==> src/rtl/ft_pkg.sv <==
// Shared definitions for the lockstep fault-tolerance blocks.
//   rec_state_e        : recovery controller state encoding
//   DEF_MAX_RETRY      : recoveries allowed before escalation to FATAL
//   DEF_CLEAN_COMMITS  : clean commits needed to forgive past recoveries
//   DEF_HALT_TIMEOUT   : cycles allowed for the cores to acknowledge halt
//   DEF_CNT_W          : width of the total-error counter
package ft_pkg;

    typedef enum logic [2:0] {
        ST_IDLE         = 3'd0,
        ST_HALT         = 3'd1,
        ST_RESTORE      = 3'd2,
        ST_WAIT_RESTORE = 3'd3,
        ST_RESUME       = 3'd4,
        ST_FATAL        = 3'd5
    } rec_state_e;

    localparam int DEF_MAX_RETRY     = 3;
    localparam int DEF_CLEAN_COMMITS = 16;
    localparam int DEF_HALT_TIMEOUT  = 64;
    localparam int DEF_CNT_W         = 16;

endpackage

==> src/rtl/lockstep_recovery_ctrl_sat_counter.sv <==
// Saturating up-counter with synchronous clear.
//   clk   : clock, rising edge
//   reset : synchronous active-high reset, count -> 0
//   clr   : synchronous clear (wins over inc)
//   inc   : increment by one, holds at all-ones
//   count : current value
module sat_counter #(
    parameter int W = 8
) (
    input  logic         clk,
    input  logic         reset,
    input  logic         clr,
    input  logic         inc,
    output logic [W-1:0] count
);

    logic [W-1:0] count_reg;

    always_ff @(posedge clk) begin
        if (reset) begin
            count_reg <= '0;
        end else if (clr) begin
            count_reg <= '0;
        end else if (inc && (count_reg != '1)) begin
            count_reg <= count_reg + W'(1);
        end
    end

    assign count = count_reg;

endmodule

==> src/rtl/lockstep_recovery_ctrl.sv <==
// Recovery sequencer for a duplicated (lockstep) core pair.
// On a qualified comparator mismatch it halts both cores, waits for the
// halt acknowledge, pulses a checkpoint restore request, waits for the
// restore to finish and releases the cores. Repeated errors without a clean
// window, or cores that never acknowledge halt, end in a sticky FATAL state.
//   clk, reset         : clock and synchronous active-high reset
//   w_en1, w_en2       : register-file write enables of the two cores
//   error              : comparator mismatch flag
//   halt_ack           : both cores halted (level)
//   restore_done       : checkpoint restore complete (pulse)
//   halt               : stall request to both cores (registered)
//   restore_req        : one-cycle restore request (registered)
//   recovering         : recovery sequence in progress
//   fatal              : unrecoverable fault, sticky until reset (registered)
//   err_count          : saturating count of qualified errors
module lockstep_recovery_ctrl
    import ft_pkg::*;
#(
    parameter int MAX_RETRY     = DEF_MAX_RETRY,
    parameter int CLEAN_COMMITS = DEF_CLEAN_COMMITS,
    parameter int HALT_TIMEOUT  = DEF_HALT_TIMEOUT,
    parameter int CNT_W         = DEF_CNT_W
) (
    input  logic             clk,
    input  logic             reset,
    input  logic             w_en1,
    input  logic             w_en2,
    input  logic             error,
    input  logic             halt_ack,
    input  logic             restore_done,
    output logic             halt,
    output logic             restore_req,
    output logic             recovering,
    output logic             fatal,
    output logic [CNT_W-1:0] err_count
);

    localparam int RETRY_W = $clog2(MAX_RETRY + 1);
    localparam int CLEAN_W = $clog2(CLEAN_COMMITS + 1);
    localparam int TMO_W   = $clog2(HALT_TIMEOUT + 1);

    localparam logic [RETRY_W-1:0] RETRY_MAX  = RETRY_W'(MAX_RETRY);
    // Terminal values are compared one step early so the action happens on
    // the edge where the count would reach its limit.
    localparam logic [CLEAN_W-1:0] CLEAN_LAST = CLEAN_W'(CLEAN_COMMITS - 1);
    localparam logic [TMO_W-1:0]   TMO_LAST   = TMO_W'(HALT_TIMEOUT - 1);

    rec_state_e         state_reg, state_next;
    logic [RETRY_W-1:0] retry_reg, retry_next;
    logic               halt_reg, halt_next;
    logic               restore_req_reg, restore_req_next;
    logic               fatal_reg, fatal_next;
    logic [CLEAN_W-1:0] clean_cnt;
    logic [TMO_W-1:0]   tmo_cnt;

    logic any_wen, qerr, commit, in_idle, qerr_idle, commit_idle, clean_wrap;

    assign any_wen     = w_en1 | w_en2;
    assign qerr        = error & any_wen;
    assign commit      = any_wen & ~error;
    assign in_idle     = (state_reg == ST_IDLE);
    assign qerr_idle   = in_idle & qerr;
    assign commit_idle = in_idle & commit;
    assign clean_wrap  = commit_idle & (clean_cnt == CLEAN_LAST);

    always_comb begin
        state_next = state_reg;
        retry_next = retry_reg;
        case (state_reg)
            ST_IDLE: begin
                if (qerr) begin
                    state_next = (retry_reg >= RETRY_MAX) ? ST_FATAL : ST_HALT;
                    if (retry_reg != RETRY_MAX) begin
                        retry_next = retry_reg + RETRY_W'(1);
                    end
                end else if (clean_wrap) begin
                    retry_next = '0;
                end
            end
            ST_HALT: begin
                if (halt_ack) begin
                    state_next = ST_RESTORE;
                end else if (tmo_cnt == TMO_LAST) begin
                    state_next = ST_FATAL;
                end
            end
            ST_RESTORE:      state_next = ST_WAIT_RESTORE;
            ST_WAIT_RESTORE: if (restore_done) state_next = ST_RESUME;
            ST_RESUME:       state_next = ST_IDLE;
            ST_FATAL:        state_next = ST_FATAL;
            // An illegal encoding means corrupted control state; fail safe.
            default:         state_next = ST_FATAL;
        endcase

        // Outputs are decoded from the next state so they change on the
        // same edge as the state register, with no input-to-output path.
        halt_next        = (state_next == ST_HALT) || (state_next == ST_RESTORE) ||
                           (state_next == ST_WAIT_RESTORE) || (state_next == ST_FATAL);
        restore_req_next = (state_next == ST_RESTORE);
        fatal_next       = (state_next == ST_FATAL);
    end

    always_ff @(posedge clk) begin
        if (reset) begin
            state_reg       <= ST_IDLE;
            retry_reg       <= '0;
            halt_reg        <= 1'b0;
            restore_req_reg <= 1'b0;
            fatal_reg       <= 1'b0;
        end else begin
            state_reg       <= state_next;
            retry_reg       <= retry_next;
            halt_reg        <= halt_next;
            restore_req_reg <= restore_req_next;
            fatal_reg       <= fatal_next;
        end
    end

    sat_counter #(.W(CNT_W)) u_err_cnt (
        .clk   (clk),
        .reset (reset),
        .clr   (1'b0),
        .inc   (qerr_idle),
        .count (err_count)
    );

    // A qualified error restarts the clean window; reaching the window
    // length forgives past recoveries and restarts counting.
    sat_counter #(.W(CLEAN_W)) u_clean_cnt (
        .clk   (clk),
        .reset (reset),
        .clr   (qerr_idle | clean_wrap),
        .inc   (commit_idle),
        .count (clean_cnt)
    );

    // Counts HALT cycles; held at zero outside HALT so every halt attempt
    // starts a fresh timeout window.
    sat_counter #(.W(TMO_W)) u_tmo_cnt (
        .clk   (clk),
        .reset (reset),
        .clr   (state_next != ST_HALT),
        .inc   (state_reg == ST_HALT),
        .count (tmo_cnt)
    );

    assign halt        = halt_reg;
    assign restore_req = restore_req_reg;
    assign fatal       = fatal_reg;
    assign recovering  = (state_reg == ST_HALT) || (state_reg == ST_RESTORE) ||
                         (state_reg == ST_WAIT_RESTORE) || (state_reg == ST_RESUME);

endmodule

==> config.mk <==
export PLATFORM = sky130hd
export DESIGN_NAME = lockstep_recovery_ctrl
export DESIGN_NICKNAME = d
export VERILOG_FILES = /design/src/rtl/ft_pkg.sv /design/src/rtl/lockstep_recovery_ctrl_sat_counter.sv /design/src/rtl/lockstep_recovery_ctrl.sv
export SDC_FILE = /design/constraint.sdc
export NUM_CORES = 1
export LEC_CHECK = 0
export CORE_MARGIN = 8
export CORE_UTILIZATION = 40
export DETAILED_ROUTE_END_ITERATION = 7
export SLEW_MARGIN = 20
export SYNTH_ARGS = -nofsm -noshare
export SYNTH_HDL_FRONTEND = slang
export SYNTH_SLANG_ARGS = --single-unit
export TNS_END_PERCENT = 20
==> constraint.sdc <==
create_clock -name clk -period 3.2 [get_ports clk]
set_clock_uncertainty 0.05 [all_clocks]
set_input_delay 0.96 -clock clk [delete_from_list [all_inputs] [get_ports clk]]
set_output_delay 0.96 -clock clk [all_outputs]
set_load 0.01 [all_outputs]
==> reports/qor.yml <==
outcome: "complete, no violations"
yosysWarningCount: 0
cts.sinks: 36
synth_nets: 230
drt_wl_total_mm: 4.14
cts_tree: "done"
postLayoutCellArea_mm2: 0.00229
async_reset_ff_share_pct: 0
final-hold-violation-count: 0
gp_congestion: 0.718
final_min_period_over_clock_period_pct: 86.5
setup_violations: 0
synth-seq-area-share_pct: 37.7
ir_worst_vdd_mv: 0.170
rsz0062_at_grt: "no"
tightest_slew_ns: 0.865
tns_ns: 0
critPathKind: "in -> reg"
synth_area_per_cell_um2: 8.80
drv_slew: 0
fp.coreArea_mm2: 0.00466
arrival_ns: 2.89
cts_buffers: 5
synth-main-ff-cell: "dfxtp_1"
std_cell_rows: 25
hpwlAfterDp_mm: 3.01
overflow: 0
start_util_pct: 41.0
antenna_found_initial: 0
firstDrtPassIters: 4
max_freq_ghz: 0.361
largest_reg_flops: 16
clock_path_buffers: 2
ys_seq_elements: 36
ys_types: 48
fin_util_pct: 49.1
holdCritPathClass: "reg -> reg"
num_antenna_cells: 0
mostFrequentLayoutCells: "dfxtp_1, clkdlybuf4s50_1, nor2_1, a21oi_1, nand2_1"
r2r_slack_ns: 0.97
dpl_cell_area_mm2: 0.00220
worst-path-max-fanout: 24
wl_per_cell_um: 13.9
grt_usage_pct: 11.9
die_w_um: 85.1
maxSlewHeadroom_pct: 41.9
clk_pin_slew_ns: 0.07
critPathCaptureType: "flop"
timing.final.crit_period_ns: 2.77
grt_first_pass_wirelength_mm: 7.07
drt_iter0_drc: 77
pwr_density_cell_mw_per_mm2: 403
cp-start-kind: "input pin"
io_buffers: 26
drcViolationCount: 0
nets: 256
layout_commonest_cell: "dfxtp_1"
synth_edf_count: 0
io_pins: 27
p_leak_nw: 0.816
setup_ws_ns: 0.433
ant_nets: 0
holdBufCountCts: 0
cts_root_buf: "clkbuf_8"
drive_gt1_share_pct: 10.2
pre_cts_slack_ns: 0.147
grt_pass1_vias: 1555
post_cts_buffers: 0
required_ns: 3.33
syn_area_mm2: 0.00191
routed-via-count: 1657
h-tree-depth: 2
grt_max_degree: 25
cts_resized: 0
maxCapViolations: 0
vias_per_cell: 5.56
die_h_um: 85.1
clk_latency_ns: 0.28
syn-instance-count: 217
dieArea_mm2: 0.00724
finalPower_mw: 0.921
syn_to_final_growth_pct: 19.8
[cell usage after synthesis, types with 2 or more instances]
cell type  count  share of area, %
or3_1          6               2.0
inv_1          8               1.6
or2_2          3              0.98
clkbuf_1       4              0.79
ha_1           6               3.9
or4_1          7               2.8
nand4_1        7               2.3
dfxtp_1       36                38
o21ai_0        7               1.8
a31oi_1        2              0.66
o31a_1         2              0.92
and2_1         3              0.98
and3_1         6               2.0
and4_1         2              0.92
mux2_2         8               4.7
o31ai_1        7               2.8
buf_2          2              0.52
buf_6          2               1.2
nor2_1        17               3.3
a21oi_1       16               4.2
nand2_1       14               2.8
nor2b_1        8               2.6
xnor2_1        4               1.8
nand3_1        9               2.4
nor4_1         8               2.6
[kinds of logic after synthesis]
kind of cell | after synthesis | synth area share [%]
compound gates | 44 | 14.9
mux | 9 | 5.24
fa+ha+maj | 6 | 3.93
flops | 36 | 37.7
buf+inv | 17 | 4.46
simple gates | 100 | 31.4
xor+xnor | 5 | 2.29
[critical path: stages]
cell,delay (ns)
clkdlybuf4s50_1,0.54
nor4b_4,0.30
nand2_2,0.32
nor4_1,0.40
mux2_2,0.37
[final timing paths]
kind / cells after the start / from / end
max: 5 / error / u_err_cnt.count[7]
min: 2 / u_clean_cnt.count[1] / u_clean_cnt.count[1]
max reg2reg: 5 / u_err_cnt.count[0] / u_err_cnt.count[7]
min reg2reg: 2 / u_clean_cnt.count[1] / u_clean_cnt.count[1]
[routing by layer]
metal | vias up | track usage, % | share of wire, %
met5 | - | 0 | 0
met4 | 0 | 3.88 | 1.4
met3 | 5 | 3.96 | 3.6
met2 | 15 | 19.7 | 48
met1 | 774 | 14.0 | 47
li1 | 863 | - | -
[report_power, final]
part / switching, mW / leakage, nW / total [mW] / internal (mW)
Clock: 0.156 / 0.0455 / 0.332 / 0.176
Combinational: 0.0626 / 0.480 / 0.115 / 0.0528
Sequential: 0.0127 / 0.291 / 0.474 / 0.462
[layout make-up]
class	count	area, um^2
clock buffers	8	90.1
fillers	457	2370
inverters	8	30.0
multi-input cells	164	1100
flip-flops and latches	36	721
well taps	54	67.6
repair buffers	28	275
[stage by stage]
stage	instances	hold slack (ns)
after floorplan	217	0.403
after global placement	290	0.418
after detailed placement	290	0.421
after CTS	298	0.431
after global routing	298	0.455
final	298	0.431
(Power assumes the default switching activity.)
